$ cat config.mk
export PLATFORM = sky130hd
export DESIGN_NAME = commit_mem_loadbuffer_ml
export DESIGN_NICKNAME = d
export VERILOG_FILES = /design/src/rtl/commit_mem_loadbuffer_ml_pkg.sv /design/src/rtl/commit_mem_loadbuffer_line.sv /design/src/rtl/commit_mem_loadbuffer_ml.sv
export SDC_FILE = /design/constraint.sdc
export NUM_CORES = 2
export LEC_CHECK = 0
export ABC_AREA = 1
export BUFFER_PORTS_ARGS = -buffer_cell sky130_fd_sc_hd__buf_2
export CORE_ASPECT_RATIO = 1.75
export CORE_UTILIZATION = 58
export CTS_BUF_LIST = sky130_fd_sc_hd__clkbuf_8
export DETAILED_ROUTE_END_ITERATION = 8
export PLACE_DENSITY = 0.89
export SYNTH_ARGS = -nofsm -noshare
export SYNTH_HDL_FRONTEND = slang
export SYNTH_SLANG_ARGS = --single-unit
$ cat constraint.sdc
create_clock -name clk -period 3.4 [get_ports clk]
set_clock_uncertainty 0.2 [all_clocks]
set_input_delay 0.34 -clock clk [delete_from_list [all_inputs] [get_ports clk]]
set_output_delay 0.34 -clock clk [all_outputs]
set_load 0.02 [all_outputs]
$ cat src/rtl/commit_mem_loadbuffer_ml_pkg.sv
// Shared types and address-split helpers for the commit-stage load buffer.
package commit_mem_loadbuffer_ml_pkg;

  localparam int unsigned AddrW = 32;

  typedef enum logic [1:0] {
    LineInvalid = 2'd0,
    LineFilling = 2'd1,
    LineDiscard = 2'd2,
    LineFilled  = 2'd3
  } line_state_e;

  function automatic int unsigned off_w(input int unsigned line_words);
    return $clog2(line_words) + 2;
  endfunction

  function automatic int unsigned tag_w(input int unsigned line_words);
    return AddrW - off_w(line_words);
  endfunction

  function automatic int unsigned idx_w(input int unsigned line_words);
    return $clog2(line_words);
  endfunction

endpackage

$ cat src/rtl/commit_mem_loadbuffer_line.sv
// One refill line: state FSM, tag and per-word valid bits, plus hit/busy/match flags.
module commit_mem_loadbuffer_line
  import commit_mem_loadbuffer_ml_pkg::*;
#(
  parameter int unsigned LINE_WORDS = 8,
  localparam int unsigned TagW = tag_w(LINE_WORDS),
  localparam int unsigned IdxW = idx_w(LINE_WORDS)
) (
  input  logic            clk,
  input  logic            resetn,
  input  logic            inv_all,
  input  logic            start,
  input  logic [TagW-1:0] start_tag,
  input  logic            we,
  input  logic [IdxW-1:0] widx,
  input  logic            done,
  input  logic            snp_valid,
  input  logic [TagW-1:0] snp_tag,
  input  logic [TagW-1:0] q_tag,
  input  logic [IdxW-1:0] q_widx,
  input  logic [TagW-1:0] s_tag,
  output logic            hit,
  output logic            busy,
  output logic            s_match,
  output logic            invalid,
  output logic            filling
);

  line_state_e           state_q;
  logic [TagW-1:0]       tag_q;
  logic [LINE_WORDS-1:0] wvalid_q;
  logic                  tag_live;
  logic                  snp_match;

  assign tag_live  = (state_q == LineFilling) || (state_q == LineFilled);
  assign snp_match = snp_valid && tag_live && (tag_q == snp_tag);

  always_ff @(posedge clk or negedge resetn) begin
    if (!resetn) begin
      state_q  <= LineInvalid;
      tag_q    <= '0;
      wvalid_q <= '0;
    end else if (inv_all) begin
      state_q  <= LineInvalid;
      wvalid_q <= '0;
    end else if (start) begin
      // A start overrides a same-cycle snoop against the old tag.
      state_q  <= LineFilling;
      tag_q    <= start_tag;
      wvalid_q <= '0;
    end else begin
      if (we && (state_q == LineFilling)) wvalid_q[widx] <= 1'b1;
      case (state_q)
        LineFilling: begin
          if (snp_match)  state_q <= done ? LineInvalid : LineDiscard;
          else if (done) state_q <= LineFilled;
        end
        LineDiscard: if (done) state_q <= LineInvalid;
        LineFilled:  if (snp_match) state_q <= LineInvalid;
        default: ;
      endcase
    end
  end

  assign hit     = tag_live && (tag_q == q_tag) && wvalid_q[q_widx];
  assign busy    = (state_q == LineFilling) || (state_q == LineDiscard);
  assign s_match = tag_live && (tag_q == s_tag);
  assign invalid = (state_q == LineInvalid);
  assign filling = (state_q == LineFilling);

endmodule

$ cat src/rtl/commit_mem_loadbuffer_ml.sv
// Commit-stage load buffer: refill lines with word-granular hits plus an uncached capture slot.
module commit_mem_loadbuffer_ml
  import commit_mem_loadbuffer_ml_pkg::*;
#(
  parameter int unsigned NUM_LINES  = 4,
  parameter int unsigned LINE_WORDS = 8,
  parameter int unsigned UNC_HOLD   = 0
) (
  input  logic             clk,
  input  logic             resetn,
  input  logic             unc_we,
  input  logic [AddrW-1:0] unc_addr,
  input  logic [31:0]      unc_din,
  input  logic             unc_clr,
  input  logic             fill_start,
  input  logic [AddrW-1:0] fill_addr,
  output logic             fill_ready,
  input  logic             fill_we,
  input  logic [AddrW-1:0] fill_waddr,
  input  logic [31:0]      fill_din,
  input  logic             fill_done,
  input  logic             inv_all,
  input  logic             snp_valid,
  input  logic [AddrW-1:0] snp_addr,
  input  logic [AddrW-1:0] s_qaddr,
  output logic             s_busy,
  output logic             s_qhit,
  input  logic [AddrW-1:0] qaddr,
  output logic             qhit,
  output logic [31:0]      qdata
);

  localparam int unsigned OffW = off_w(LINE_WORDS);
  localparam int unsigned TagW = tag_w(LINE_WORDS);
  localparam int unsigned IdxW = idx_w(LINE_WORDS);
  localparam int unsigned PtrW = $clog2(NUM_LINES);

  logic [NUM_LINES-1:0] line_hit, line_busy, line_smatch, line_invalid, line_filling;
  logic [PtrW-1:0]      rr_q, cur_q, victim, hit_idx;
  logic                 use_rr, start_acc, line_any;
  logic [31:0]          line_data;
  logic [31:0]          data_q [NUM_LINES][LINE_WORDS];
  logic [IdxW-1:0]      fill_widx, q_widx;
  logic                 unc_valid_q, unc_valid_d, unc_hit;
  logic [AddrW-1:0]     unc_addr_q;
  logic [31:0]          unc_data_q;

  assign fill_widx  = fill_waddr[OffW-1:2];
  assign q_widx     = qaddr[OffW-1:2];
  assign s_busy     = |line_busy;
  assign fill_ready = ~s_busy;
  assign s_qhit     = |line_smatch;
  // A start colliding with fill_done is illegal and dropped.
  assign start_acc  = fill_start && fill_ready && !fill_done && !inv_all;

  for (genvar i = 0; i < NUM_LINES; i++) begin : g_line
    commit_mem_loadbuffer_line #(
      .LINE_WORDS(LINE_WORDS)
    ) u_line (
      .clk      (clk),
      .resetn   (resetn),
      .inv_all  (inv_all),
      .start    (start_acc && (victim == PtrW'(i))),
      .start_tag(fill_addr[AddrW-1:OffW]),
      .we       (fill_we && (cur_q == PtrW'(i))),
      .widx     (fill_widx),
      .done     (fill_done && (cur_q == PtrW'(i))),
      .snp_valid(snp_valid),
      .snp_tag  (snp_addr[AddrW-1:OffW]),
      .q_tag    (qaddr[AddrW-1:OffW]),
      .q_widx   (q_widx),
      .s_tag    (s_qaddr[AddrW-1:OffW]),
      .hit      (line_hit[i]),
      .busy     (line_busy[i]),
      .s_match  (line_smatch[i]),
      .invalid  (line_invalid[i]),
      .filling  (line_filling[i])
    );
  end

  always_comb begin
    victim = rr_q;
    use_rr = 1'b1;
    for (int i = int'(NUM_LINES) - 1; i >= 0; i--) begin
      if (line_invalid[i]) begin
        victim = PtrW'(i);
        use_rr = 1'b0;
      end
    end
  end

  always_ff @(posedge clk or negedge resetn) begin
    if (!resetn) begin
      rr_q  <= '0;
      cur_q <= '0;
    end else if (start_acc) begin
      cur_q <= victim;
      if (use_rr) rr_q <= rr_q + 1'b1;
    end
  end

  // Data array is intentionally not reset; word valids guard every read.
  always_ff @(posedge clk) begin
    if (fill_we && !inv_all && line_filling[cur_q]) data_q[cur_q][fill_widx] <= fill_din;
  end

  always_comb begin
    line_any = 1'b0;
    hit_idx  = '0;
    for (int i = int'(NUM_LINES) - 1; i >= 0; i--) begin
      if (line_hit[i]) begin
        line_any = 1'b1;
        hit_idx  = PtrW'(i);
      end
    end
    line_data = data_q[hit_idx][q_widx];
  end

  assign unc_valid_d = (UNC_HOLD != 0) ? (unc_we | (unc_valid_q & ~unc_clr)) : unc_we;

  always_ff @(posedge clk or negedge resetn) begin
    if (!resetn) begin
      unc_valid_q <= 1'b0;
      unc_addr_q  <= '0;
      unc_data_q  <= '0;
    end else begin
      unc_valid_q <= unc_valid_d;
      if (unc_we) begin
        unc_addr_q <= unc_addr;
        unc_data_q <= unc_din;
      end
    end
  end

  assign unc_hit = unc_valid_q && (unc_addr_q == qaddr);
  assign qhit    = unc_hit | line_any;
  assign qdata   = unc_hit ? unc_data_q : line_data;

  logic unused_bits;
  assign unused_bits = ^{fill_addr[OffW-1:0], fill_waddr[AddrW-1:OffW], fill_waddr[1:0],
                         qaddr[1:0], snp_addr[OffW-1:0], s_qaddr[OffW-1:0]};

endmodule

==> results of run 1 <==
## layer usage
metal	overflow	GRT usage
met1	3	0.7196
met4	33	0.7981
met2	45	0.9278
met3	0	0.5305
met5	1	0.2367
## cells by family after synthesis
kind of cell | count (synthesis) | share of synthesized area
AO/OA/AOI/OAI | 312 | 0.02905
adder cells (fa/ha/maj) | 16 | 0.003292
multiplexers | 40 | 0.007406
AND/OR/NAND/NOR | 3352 | 0.2623
XOR/XNOR | 110 | 0.01584
flip-flops | 1241 | 0.5949
buffers and inverters | 1334 | 0.08721
## through the flow
stage / setup TNS [ns] / instance area, um2
floorplan: 0 / 60820
global placement: -28.05 / 70490
detailed placement: -28.82 / 70490
CTS: -37.94 / 79380
## repair_timing
item,CTS
endpoints found under the hold margin,1457
pin swaps,103
endpoints found under the setup margin,34
setup buffers,55
gates cloned,41
gates resized for setup,385
hold buffers,229
==> run_results.csv, run 1 <==
group,metric,value,unit
outcome,status,"stopped before the end",
outcome,failing_step,"global routing",
outcome,stop_error,"[ERROR GRT-0116] Global routing finished with congestion. Check the congestion regions in the DRC Viewer.",
logic_synthesis,synth_seq_cells,1241,
clock_network,cts_sinks,1241,
grt,grt_max_degree,105,
placed_design,place_inst,8516,
grt,grt_pass1_vias,71410,
logic_synthesis,async_flop_share,0.1749,
logic_synthesis,ys_top_cells_by_area,"edfxtp_1 (51%), nand3_1 (10%), dfrtp_1 (8.9%), nand2_1 (7.8%), inv_1 (5.9%)",
logic_synthesis,synth.largest_area_cell,"edfxtp_1",
placed_design,gp_congestion,1.149,
logic_synthesis,yosysMostFrequentCell,"nand2_1",
floorplan,ios,301,
floorplan,rows,156,
logic_synthesis,ys_top_cells_by_count,"nand2_1 (1257), nand3_1 (1236), edfxtp_1 (1024)",
logic_synthesis,avgSynthCellArea,9.495,um2
clock_network,cts_buffers,174,
placed_design,dp_hpwl,192600,um
grt,grt_overflow,82,
clock_network,h-tree-depth,4,
logic_synthesis,synth_fp_nets,6686,
logic_synthesis,syn-cell-area,0.06082,mm2
floorplan,die_y,430.4,um
floorplan,chipWidth,246.8,um
logic_synthesis,yosysSeqAreaShare,0.5949,
logic_synthesis,synth_top_area_share,0.5056,
placed_design,port_buffers,255,
floorplan,start_util,0.5868,
clock_network,ctsLongestPathBuffers,3,
logic_synthesis,ys_warn_count,0,
grt,grtUsageTotal,0.7363,
clock_network,cts_root_buffer,"clkbuf_8",
logic_synthesis,synth_ff_type,"edfxtp_1",
logic_synthesis,synth_edf_count,1024,
logic_synthesis,yosysUniqueCellTypes,46,
grt,grt_pass1_wl,547800,um
placed_design,pre_cts_ws,-1.065,ns
logic_synthesis,syn_inst,6405,
==> inputs of run 2 (changes only) <==
--- a/config.mk
+++ b/config.mk
@@ -7,11 +7,9 @@
 export LEC_CHECK = 0
 export ABC_AREA = 1
 export BUFFER_PORTS_ARGS = -buffer_cell sky130_fd_sc_hd__buf_2
-export CORE_ASPECT_RATIO = 1.75
-export CORE_UTILIZATION = 58
-export CTS_BUF_LIST = sky130_fd_sc_hd__clkbuf_8
+export CORE_UTILIZATION = 40
 export DETAILED_ROUTE_END_ITERATION = 8
-export PLACE_DENSITY = 0.89
+export PLACE_DENSITY_LB_ADDON = 0.15
 export SYNTH_ARGS = -nofsm -noshare
 export SYNTH_HDL_FRONTEND = slang
 export SYNTH_SLANG_ARGS = --single-unit
==> constraint.sdc (replaced) <==
create_clock -name clk -period 4.4 [get_ports clk]
set_clock_uncertainty 0.2 [all_clocks]
set_input_delay 0.44 -clock clk [delete_from_list [all_inputs] [get_ports clk]]
set_output_delay 0.44 -clock clk [all_outputs]
set_load 0.02 [all_outputs]
==> run_results.csv, run 2 <==
group,metric,value,unit
placed_design,port_buffers,255,
logic_synthesis,synth.largest_area_cell,"edfxtp_1",
setup_path,start_kind,"flip-flop",
clock_network,cts_buffers,142,
grt,grtUsageTotal,0.3268,
clock_network,clock_latency,0.79,ns
logic_synthesis,synth_top_area_share,0.5056,
grt,antenna_found_initial,8,
setup_path,cp_cell_sequence,"xnor2_1 > buf_4 > nand2_2 > nor2_2 > nand2_1 > nor2_2 > buf_6 > nand3_4 > nand2_4 > nand2_8 > nand2_8 > buf_12 > buf_16 > buf_4 > nand2_1 > nand3_1 > nand3_1 > nand3_1 > nand3_2 > nand3_2 > buf_6 > nand2_1 > buf_4",
floorplan,dieArea,0.1536,mm2
sta,relSlewSlack,0.2983,
final_layout,areaGrowthSynthToFinish,27.61,%
sta,fin_ws,-0.1436,ns
logic_synthesis,ys_warn_count,0,
clock_network,cts_tree,"built",
route,dr.pass1.iters,6,
final_layout,reg.largest.list,"data_q (1024), g_line.u_line.tag_q (108)",
logic_synthesis,yosysUniqueCellTypes,46,
sta,tightestPinTransition,1.044,ns
sta,drv_slew,0,
route,wl,255400,um
logic_synthesis,yosysSeqAreaShare,0.5949,
setup_path,criticalPathCategory,"reg -> out",
hold_path,hp-class,"in -> reg",
grt,grt_pass1_vias,47930,
setup_path,crit_arrival,3.90,ns
floorplan,start_util,0.4046,
clock_network,clkSlewWorstSetupHoldPaths,0.05,ns
sta,rsz0062_at_grt,"yes",
final_layout,stdcell_count,9269,
route,ant_nets,0,
sta,min_period,4.544,ns
floorplan,die_y,391.9,um
clock_network,cts_sinks,1241,
logic_synthesis,synth_fp_nets,6686,
placed_design,place_inst,8741,
grt,grt_max_degree,91,
route,first_iter_violations,5229,
setup_path,required,3.76,ns
clock_network,ctsLongestPathBuffers,3,
power,ir_worst_vdd,0.0003194,V
power,fin_total_pwr,34.37,mW
logic_synthesis,yosysMostFrequentCell,"nand2_1",
route,drc_errors,0,
logic_synthesis,synth_ff_type,"edfxtp_1",
grt,grt_pass1_wl,354800,um
final_layout,final_cell_mix,"nand2_1 (1193), nand3_1 (1103), edfxtp_1 (1024), inv_1 (936), nand3b_1 (356)",
sta,fmaxAchievable,220.1,MHz
floorplan,ios,301,
floorplan,core-area,0.1503,mm2
logic_synthesis,ys_top_cells_by_count,"nand2_1 (1257), nand3_1 (1236), edfxtp_1 (1024)",
logic_synthesis,syn_inst,6405,
clock_network,cts_root_buffer,"clkbuf_16",
final_layout,fillerInstances,13760,
sta,hold_viol,0,
final_layout,largest_reg_flops,1024,
logic_synthesis,synth_seq_cells,1241,
setup_path,crit_fanout,14,
sta,tns,-2.264,ns
logic_synthesis,async_flop_share,0.1749,
floorplan,rows,142,
setup_path,crit_path_end_kind,"output pin",
route,vias,51010,
placed_design,dp_hpwl,162200,um
final_layout,drive_above_1_share,0.1977,
logic_synthesis,synth_edf_count,1024,
logic_synthesis,syn-cell-area,0.06082,mm2
route,vias_per_cell,5.504,
setup_path,slowest_stage,"dfrtp_1",
final_layout,layout_commonest_cell,"nand2_1",
final_layout,largest-register,"data_q",
setup_path,slowest_delay,0.39,ns
floorplan,chipWidth,391.9,um
power,power_density,442.8,mW/mm2
logic_synthesis,ys_top_cells_by_area,"edfxtp_1 (51%), nand3_1 (10%), dfrtp_1 (8.9%), nand2_1 (7.8%), inv_1 (5.9%)",
placed_design,gp_congestion,1.046,
sta,final-setup-viol-count,32,
final_layout,nNetsFinal,7408,
outcome,violations,"negative setup slack",
job,cap_violations,0,
grt,grt_overflow,0,
clock_network,h-tree-depth,4,
outcome,status,"finished with violations",
sta,finalCritPeriodShare,1.033,
route,post_drt_wl_per_cell,27.55,um
power,p_leak,32.84,nW
logic_synthesis,avgSynthCellArea,9.495,um2
[run 2: cell counts after synthesis]
Identical to the previous run, type by type.
[run 2: area by class of cell]
| class | instances | area, um2 | share of cell area |
|---|---|---|---|
| multi-input cells | 3830 | 20740 | 0.2673 |
| well taps | 2016 | 2522 | 0.03250 |
| inverters | 996 | 3766 | 0.04853 |
| clock buffers | 196 | 3879 | 0.04998 |
| diodes | 5 | 12.51 | 0.0001612 |
| flip-flops and latches | 1241 | 36250 | 0.4671 |
| repair buffers | 916 | 9489 | 0.1223 |
| clock inverters | 69 | 944.7 | 0.01217 |
[run 2: per-layer routing]
layer  GRT usage  vias up  wire length, um
li1            -    23040                -
met1      0.4448    25290           106800
met2      0.5151     2177           116600
met3     0.04448      502            18330
met4      0.1550        2            13660
met5           0        -               13
[run 2: logic make-up after synthesis]
kind of cell,after synthesis,synth area share
flops,1241,0.5949
mux,40,0.007406
fa+ha+maj,16,0.003292
xor+xnor,110,0.01584
simple gates,3352,0.2623
buf+inv,1334,0.08721
compound gates,312,0.02905
[run 2: through the flow]
step,worst slack [ns],cell area (um2),util,hold slack [ns]
finish,-0.1436,77610,0.5163,0.02004
global route,-0.2733,77600,0.5162,0.06671
CTS,-0.1746,76380,0.5081,0.009752
detailed placement,0.09450,67880,0.4516,0.2558
global placement,0.03295,67880,0.4516,0.2670
floorplan,1.052,60820,-,-0.05559
[run 2: critical path: cells and delay by family (launching register included)]
family | cells | cell delay [ns]
xor gates and xnor gates | 1 | 0.18
DFF | 1 | 0.39
buffers and inverters | 7 | 1.07
and+or+nand+nor | 15 | 1.45
[run 2: path summary, 6_finish.rpt]
kind | slack, ns | to | depth (start not counted) | startpoint
worst max register to register | 0.72 | g_line[2].u_line.state_q[1] | 11 | g_line[3].u_line.state_q[1]
min in group asynchronous | 0.07 | g_line[3].u_line.wvalid_q[7] | 2 | resetn
worst min-delay path | 0.02 | unc_addr_q[31] | 3 | unc_we
max in group asynchronous | 2.82 | unc_data_q[20] | 3 | resetn
worst max-delay path | -0.14 | qdata[1] | 23 | g_line[2].u_line.tag_q[8]
worst min register to register | 0.26 | rr_q[1] | 1 | rr_q[1]
[run 2: power by group]
group / internal, mW / switching, mW
clock: 7.08 / 5.12
sequential: 13.4 / 1.05
combinational: 2.64 / 5.07
[run 2: what timing repair did]
item / 4_1_cts / 5_1_grt
resized for setup: 299 / 165
hold buffers: 129 / 0
buffers inserted: 67 / 26
endpoints found under the hold margin: 1284 / 0
endpoints found under the setup margin: 32 / 32
gates cloned: 26 / 17
pin swaps: 57 / 92
No activity file was read; power rests on OpenSTA's default activity.
